<file path="config.mk">
export PLATFORM = sky130hd
export DESIGN_NAME = alu_cmd_driver
export DESIGN_NICKNAME = d
export VERILOG_FILES = /design/src/rtl/alu_cmd_driver.sv
export SDC_FILE = /design/constraint.sdc
export NUM_CORES = 1
export LEC_CHECK = 0
export ABC_AREA = 1
export CORE_UTILIZATION = 50
export CTS_BUF_LIST = sky130_fd_sc_hd__clkbuf_8
export CTS_CLUSTER_SIZE = 12
export DETAILED_ROUTE_END_ITERATION = 10
export GPL_ROUTABILITY_DRIVEN = 0
export HOLD_SLACK_MARGIN = 0.03
export MAX_ROUTING_LAYER = met4
export PLACE_DENSITY = 0.89
export SYNTH_ARGS = -nofsm -noshare
export SYNTH_HDL_FRONTEND = slang
export SYNTH_SLANG_ARGS = --single-unit
export TNS_END_PERCENT = 10
</file>
<file path="constraint.sdc">
create_clock -name clk -period 2.54 [get_ports clk]
set_clock_uncertainty 0.2 [all_clocks]
set_input_delay 0.508 -clock clk [delete_from_list [all_inputs] [get_ports clk]]
set_output_delay 0.508 -clock clk [all_outputs]
set_load 0.1 [all_outputs]
</file>
<file path="src/rtl/alu_cmd_driver.sv">
// Drives one ALU command at a time, checks the returned result against a golden model, and keeps verdict counters.
// Latency: issue 1 cycle after accept, verdict after the result or TIMEOUT wait cycles; cmd_ready stays low until the verdict.
module alu_cmd_driver #(
  parameter int WIDTH   = 4,
  parameter int TIMEOUT = 16,
  parameter int CNT_W   = 8
) (
  input  logic             clk,
  input  logic             rst,
  input  logic             cmd_valid,
  output logic             cmd_ready,
  input  logic [1:0]       cmd_op,
  input  logic [WIDTH-1:0] cmd_a,
  input  logic [WIDTH-1:0] cmd_b,
  output logic [1:0]       alu_op_in,
  output logic [WIDTH-1:0] alu_a_in,
  output logic [WIDTH-1:0] alu_b_in,
  output logic             alu_in_valid,
  input  logic [WIDTH-1:0] alu_out,
  input  logic             alu_out_valid,
  output logic             rsp_valid,
  output logic             rsp_ok,
  output logic             rsp_timeout,
  output logic [WIDTH-1:0] rsp_expected,
  output logic [WIDTH-1:0] rsp_got,
  output logic [CNT_W-1:0] pass_cnt,
  output logic [CNT_W-1:0] fail_cnt,
  output logic [CNT_W-1:0] timeout_cnt,
  output logic             busy
);

  typedef enum logic [1:0] {
    S_IDLE   = 2'd0,
    S_ISSUE  = 2'd1,
    S_WAIT   = 2'd2,
    S_REPORT = 2'd3
  } state_t;

  localparam int WC_W = (TIMEOUT > 1) ? $clog2(TIMEOUT) : 1;
  localparam logic [WC_W-1:0]  WC_LAST = WC_W'(TIMEOUT - 1);
  localparam logic [CNT_W-1:0] CNT_MAX = '1;

  state_t           r_state;
  state_t           w_next;
  logic [WIDTH-1:0] r_exp;
  logic [WC_W-1:0]  r_wait_cnt;
  logic             r_timed_out;
  logic             r_match;
  logic             w_last;

  function automatic logic [WIDTH-1:0] f_golden(input logic [1:0] op,
                                               input logic [WIDTH-1:0] a,
                                               input logic [WIDTH-1:0] b);
    case (op)
      2'b00:   return a + b;
      2'b01:   return a - b;
      2'b10:   return a & b;
      default: return a | b;
    endcase
  endfunction

  assign w_last = (r_wait_cnt == WC_LAST);

  always_comb begin
    w_next       = r_state;
    cmd_ready    = 1'b0;
    alu_in_valid = 1'b0;
    rsp_valid    = 1'b0;
    rsp_ok       = 1'b0;
    rsp_timeout  = 1'b0;
    busy         = 1'b1;
    case (r_state)
      S_IDLE: begin
        cmd_ready = 1'b1;
        busy      = 1'b0;
        if (cmd_valid) w_next = S_ISSUE;
      end
      S_ISSUE: begin
        alu_in_valid = 1'b1;
        w_next       = S_WAIT;
      end
      S_WAIT: begin
        if (alu_out_valid || w_last) w_next = S_REPORT;
      end
      S_REPORT: begin
        rsp_valid   = 1'b1;
        rsp_ok      = r_match;
        rsp_timeout = r_timed_out;
        w_next      = S_IDLE;
      end
      default: w_next = S_IDLE;
    endcase
  end

  always_ff @(posedge clk) begin
    if (rst) begin
      r_state      <= S_IDLE;
      r_exp        <= '0;
      r_wait_cnt   <= '0;
      r_timed_out  <= 1'b0;
      r_match      <= 1'b0;
      alu_op_in    <= '0;
      alu_a_in     <= '0;
      alu_b_in     <= '0;
      rsp_expected <= '0;
      rsp_got      <= '0;
      pass_cnt     <= '0;
      fail_cnt     <= '0;
      timeout_cnt  <= '0;
    end else begin
      r_state <= w_next;
      case (r_state)
        S_IDLE: begin
          if (cmd_valid) begin
            alu_op_in <= cmd_op;
            alu_a_in  <= cmd_a;
            alu_b_in  <= cmd_b;
            r_exp     <= f_golden(cmd_op, cmd_a, cmd_b);
          end
        end
        S_ISSUE: r_wait_cnt <= '0;
        S_WAIT: begin
          r_wait_cnt <= r_wait_cnt + WC_W'(1);
          // A result on the last wait cycle takes priority over the timeout.
          if (alu_out_valid) begin
            rsp_expected <= r_exp;
            rsp_got      <= alu_out;
            r_timed_out  <= 1'b0;
            r_match      <= (alu_out == r_exp);
          end else if (w_last) begin
            rsp_expected <= r_exp;
            rsp_got      <= '0;
            r_timed_out  <= 1'b1;
            r_match      <= 1'b0;
          end
        end
        S_REPORT: begin
          if (r_timed_out) begin
            if (timeout_cnt != CNT_MAX) timeout_cnt <= timeout_cnt + CNT_W'(1);
          end else if (r_match) begin
            if (pass_cnt != CNT_MAX) pass_cnt <= pass_cnt + CNT_W'(1);
          end else begin
            if (fail_cnt != CNT_MAX) fail_cnt <= fail_cnt + CNT_W'(1);
          end
        end
        default: ;
      endcase
    end
  end

endmodule
</file>
; ---- Word-level counts from Yosys, hierarchy flattened
; Cells that the tools add are included.
[totals]
ff_bits = 54
input_bits = 18
output_inout_bits = 48
wordCells = 65
[op_classes]
addsub = 6
n_eq_ne = 12
mux = 19
bitwise_logic = 4
reduce_logical = 11
[ops]
columns = operator, count
row1 = 8-bit by 1-bit adder with 8-bit output (second input constant), 3
row2 = 8-bit != test (second input constant), 3
row3 = 4-bit two-way mux, 4
row4 = 4-bit case mux with 3 select lines, 1
row5 = 1-bit two-way mux, 10
row6 = 2-bit case mux with 4 select lines, 1
row7 = 4-bit case mux with 2 select lines, 1
row8 = 4-bit AND reduction, 2
row9 = 2-bit equality test (second input constant), 3
row10 = 2-bit AND reduction, 3
row11 = 4-bit by 1-bit adder with 4-bit output (second input constant), 1
row12 = 4-bit adder, 1
row13 = 4-bit AND, 1
row14 = 2-bit by 1-bit equality test with 1-bit output (second input constant), 2
row15 = 4-bit equality test, 1
row16 = 4-bit equality test (second input constant), 1
row17 = 2-bit zero test, 2
row18 = 2-bit two-way mux, 2
row19 = 2-bit != test (second input constant), 2
row20 = 4-bit OR, 1
row21 = 2-bit nonzero test, 2
row22 = 4-bit subtractor, 1
row23 = 3-bit AND reduction, 1
row24 = 1-bit NOT, 2
row25 = 1-bit logical OR, 1

; ---- Depth between registers and ports, before layout
[logic_depth]
ltp_word = 4
mapped_depth = 13
depth_no_buf = 13

; ---- Worst setup path before layout
; OpenSTA, ideal clock, no wires.
[synth_path]
path_type = register to register
from = register r_state[0]
to = register r_state[1]
arrival_time_ns = 2.537
required_time_ns = 2.269
slack_ns = -0.268
stages_incl_launch_ff = 7
path_cell_list = dfxtp_1 -> inv_1 -> ha_1 -> inv_1 -> o22ai_1 -> o21ai_0 -> a21oi_1
[synth_between]
elab_chain_len = 3
elab_cells_between_ends = 8
cone_classes = eq/ne: 5 / mux: 1 / reduce/logical: 2
[synth_lines]
columns = item, line_no
row1 = "start, declared", 43  ; state_t r_state;
row2 = "start signal, assigned", 111  ; r_state <= w_next;
row3 = 2-bit equality test or 2-bit zero test (tied branches), 72  ; case (r_state)
row4 = 2-bit != test (no line), n/a
row5 = 2-bit AND reduction (no line), n/a
; Parallel ways exist; a longest one is shown, timed or not.
; A chain may end at the register's enable or synchronous reset.

; ---- Worst setup path in the final report
[layout_path]
from = input port cmd_b[0]
to = register r_exp[2]
[layout_between]
elab_chain_len = 2
elab_cells_between_ends = 3
cone_classes = add/sub: 2 / mux: 1
[layout_lines]
columns = item, line_no
row1 = "start, declared", 14  ; input logic [WIDTH-1:0] cmd_b,
row2 = 4-bit subtractor or 4-bit adder (tied branches), "56, 55"
row3 = 4-bit case mux with 3 select lines (*), 54  ; case (op)
row4 = "end signal, assigned", 118  ; r_exp <= f_golden(cmd_op, cmd_a, cmd_b);
row5 = "end, declared", 45  ; logic [WIDTH-1:0] r_exp;
; Mark *: on every way between the ends. The rest lies on a longest branch, timed or not.

==> impl_metrics.csv <==
group,metric,value,unit
die,die_area,5860,um^2
finish,stdcell_area,3570,um^2
routing,route.vias.total,2632,
die,start_util,53.0,%
synth,yosysMostFrequentCell,"nand2_1",
critical_path,crit_path_start_kind,"input pin",
finish,syn_to_final_growth,28.5,%
power_and_ir_drop,power.density,837,nW/um^2
synth,post_synth.cell_area_avg,7.55,um^2
routing,detail-route-antenna-nets,0,
finish,final_cell_count_no_fill,513,
synth,netlist_area,2780,um^2
synth,synth-seq-cells,54,
critical_path,crit_path_end_kind,"flop",
clocking,clkSinkCount,54,
critical_path,crit_chain,"clkdlybuf4s50_1 -> inv_1 -> ha_1 -> nand2_1 -> o21ai_1 -> fa_1 -> xnor2_1 -> a211oi_1 -> nor2_1",
routing,drtPass1Iterations,5,
global_routing,grt_max_degree,21,
finish,n_antenna_cell,0,
synth,ys.flop_type,"dfxtp_1",
synth,synthesis.nets,401,
synth,synth_area_leader_cell,"dfxtp_1",
die,num_rows,26,
timing,period_share,91.9,%
routing,drc,0,
synth,synth.area.top_cells,"dfxtp_1 39%, nand2_1 7.8%, a21oi_1 6.5%",
synth,netlist_instances,368,
die,ioPinCount,66,
finish,postLayoutCoreUtil,68.2,%
clocking,cts_hold_buf,0,
clocking,cts_root_buffer,"clkbuf_8",
synth,synthDistinctLibCells,41,
finish,layout.nets,476,
synth,synth.top_cell.area_share,38.9,%
finish,drive_above_1_share,20.8,%
routing,wl_per_cell,12.3,um
placed_design,dp_hpwl,4.91,mm
critical_path,arrival,2.33,ns
timing,rsz0062_at_grt,"no",
die,core_area,5240,um^2
placed_design,portBuffers,65,
synth,synth_warnings,0,
critical_path,crit_type,"input pin to flop",
clocking,clk_latency,0.30,ns
synth,synth_edf_count,0,
routing,routed_wl,6.33,mm
synth,ys_async_sr_fraction,0,%
global_routing,grt_use_total,22.6,%
global_routing,antenna_found_initial,0,
timing,fmax,428,MHz
routing,drt_first_iter_violations,118,
clocking,cts_inserted_buffers,5,
routing,vias_per_cell,5.13,
critical_path,critPathSlowestCell,"clkdlybuf4s50_1",
global_routing,grt_overflow,0,
placed_design,post_dp_cell_area,3490,um^2
synth,ys_seq_area_share,38.9,%
power_and_ir_drop,leakage,1.60,nW
critical_path,cp_num_buf_inv,2,
critical_path,crit_family,"adder cells",
clocking,ctsResizeCount,0,
clocking,cts_max_path_buffers,2,
timing,worstMarginPinSlew,0.430,ns
critical_path,cp.required,2.53,ns
global_routing,grt_pass1_vias,2447,
power_and_ir_drop,ir_drop,730,uV
synth,ys_top_cells_by_count,"58 x nand2_1, 54 x dfxtp_1, 46 x inv_1",
timing,drv_slew,0,
die,dieWidth,76.5,um
clocking,cts_tree,"built",
critical_path,critical-path-max-stage-delay,0.47,ns
critical_path,crit_fanout,2,
run,cap_violations,0,
hold_path,hold_path.class,"flop to flop",
clocking,clkTransAtPathRegs,0.09,ns
die,die_h,76.5,um
clocking,cts.htree.levels,2,
timing,slew_headroom,71.0,%
placed_design,dp_cells,506,
timing,hold_viol,0,
clocking,cts_setup_buffers,0,
timing,layout_min_cycle_time,2.34,ns
global_routing,grt_first_pass_wirelength,10.6,mm
timing,setup_viol,0,
run_status,outcome,"complete, no violations",
## state kept, by name, summed over array words and instances (netlist names)
name / flops
r_match: 1
rsp_got: 4
alu_b_in: 4
r_timed_out: 1
alu_a_in: 4
alu_op_in: 2
rsp_expected: 4
r_exp: 4
r_state: 2
fail_cnt: 8
r_wait_cnt: 4
timeout_cnt: 8
pass_cnt: 8
## final cells by class
class | count | area, um^2
fill | 446 | 1670
timing repair buffer | 77 | 671
multi-input combinational | 252 | 1460
clock inverter | 2 | 7.51
clock buffer | 5 | 68.8
inverter | 53 | 199
sequential | 54 | 1080
tap | 70 | 87.6
## worst paths after layout
| check | endpoint | startpoint | slack (ns) | cells after the start |
|---|---|---|---|---|
| worst max-delay path | r_exp[2] | cmd_b[0] | 0.20 | 9 |
| worst min-delay path | rsp_got[3] | rsp_got[3] | 0.27 | 2 |
| worst max register to register | alu_b_in[1] | r_state[0] | 0.60 | 7 |
| worst min register to register | rsp_got[3] | rsp_got[3] | 0.27 | 2 |
## power by group
part           leakage (nW)  internal (W)  switching [W]
clock                0.0466      0.000183       0.000260
combinational          1.11      0.000368        0.00113
sequential            0.439      0.000965      0.0000799
total                  1.60       0.00152        0.00147
## placed cells by master (no fill, tap or decap), drive strengths merged, types with 14 or more instances in the layout
cell type,count
nor2,32
buf,60
o21ai,33
nand3,18
ha,14
clkdlybuf4s50,17
inv,54
nand2,63
a21oi,38
dfxtp,54
## cell families after synthesis
logic type,count (synthesis),synth area share (%)
AO/OA/AOI/OAI,83,16.5
XOR/XNOR,11,3.47
adder cells (fa/ha/maj),15,7.03
buffers and inverters,62,8.78
flip-flops,54,38.9
AND/OR/NAND/NOR,143,25.3
## metal layers
| layer | vias up | part of all wire [%] | track usage (%) |
|---|---|---|---|
| met2 | 90 | 52 | 40.8 |
| met5 | - | 0 | - |
| li1 | 1354 | - | - |
| met4 | 0 | 0.96 | 5.77 |
| met3 | 8 | 5.7 | 4.43 |
| met1 | 1180 | 42 | 25.5 |
## worst min-delay path, stage by stage (launching register included)
cell and delay, ns:
dfxtp_1 0.32, nand2_1 0.06, a21oi_1 0.05
## through the flow
stage                     setup TNS [ns]  setup WS [ns]  power [W]  hold WS [ns]
final                                  0          0.205    0.00299         0.273
after global routing                   0         0.0128    0.00313         0.295
after CTS                              0          0.147    0.00300         0.273
after detailed placement          -0.436         -0.182    0.00256         0.260
after global placement            -0.312         -0.143    0.00253         0.256
after floorplan                   -0.128         -0.128    0.00221         0.249
Note: power is estimated with default switching activity, not from simulation.
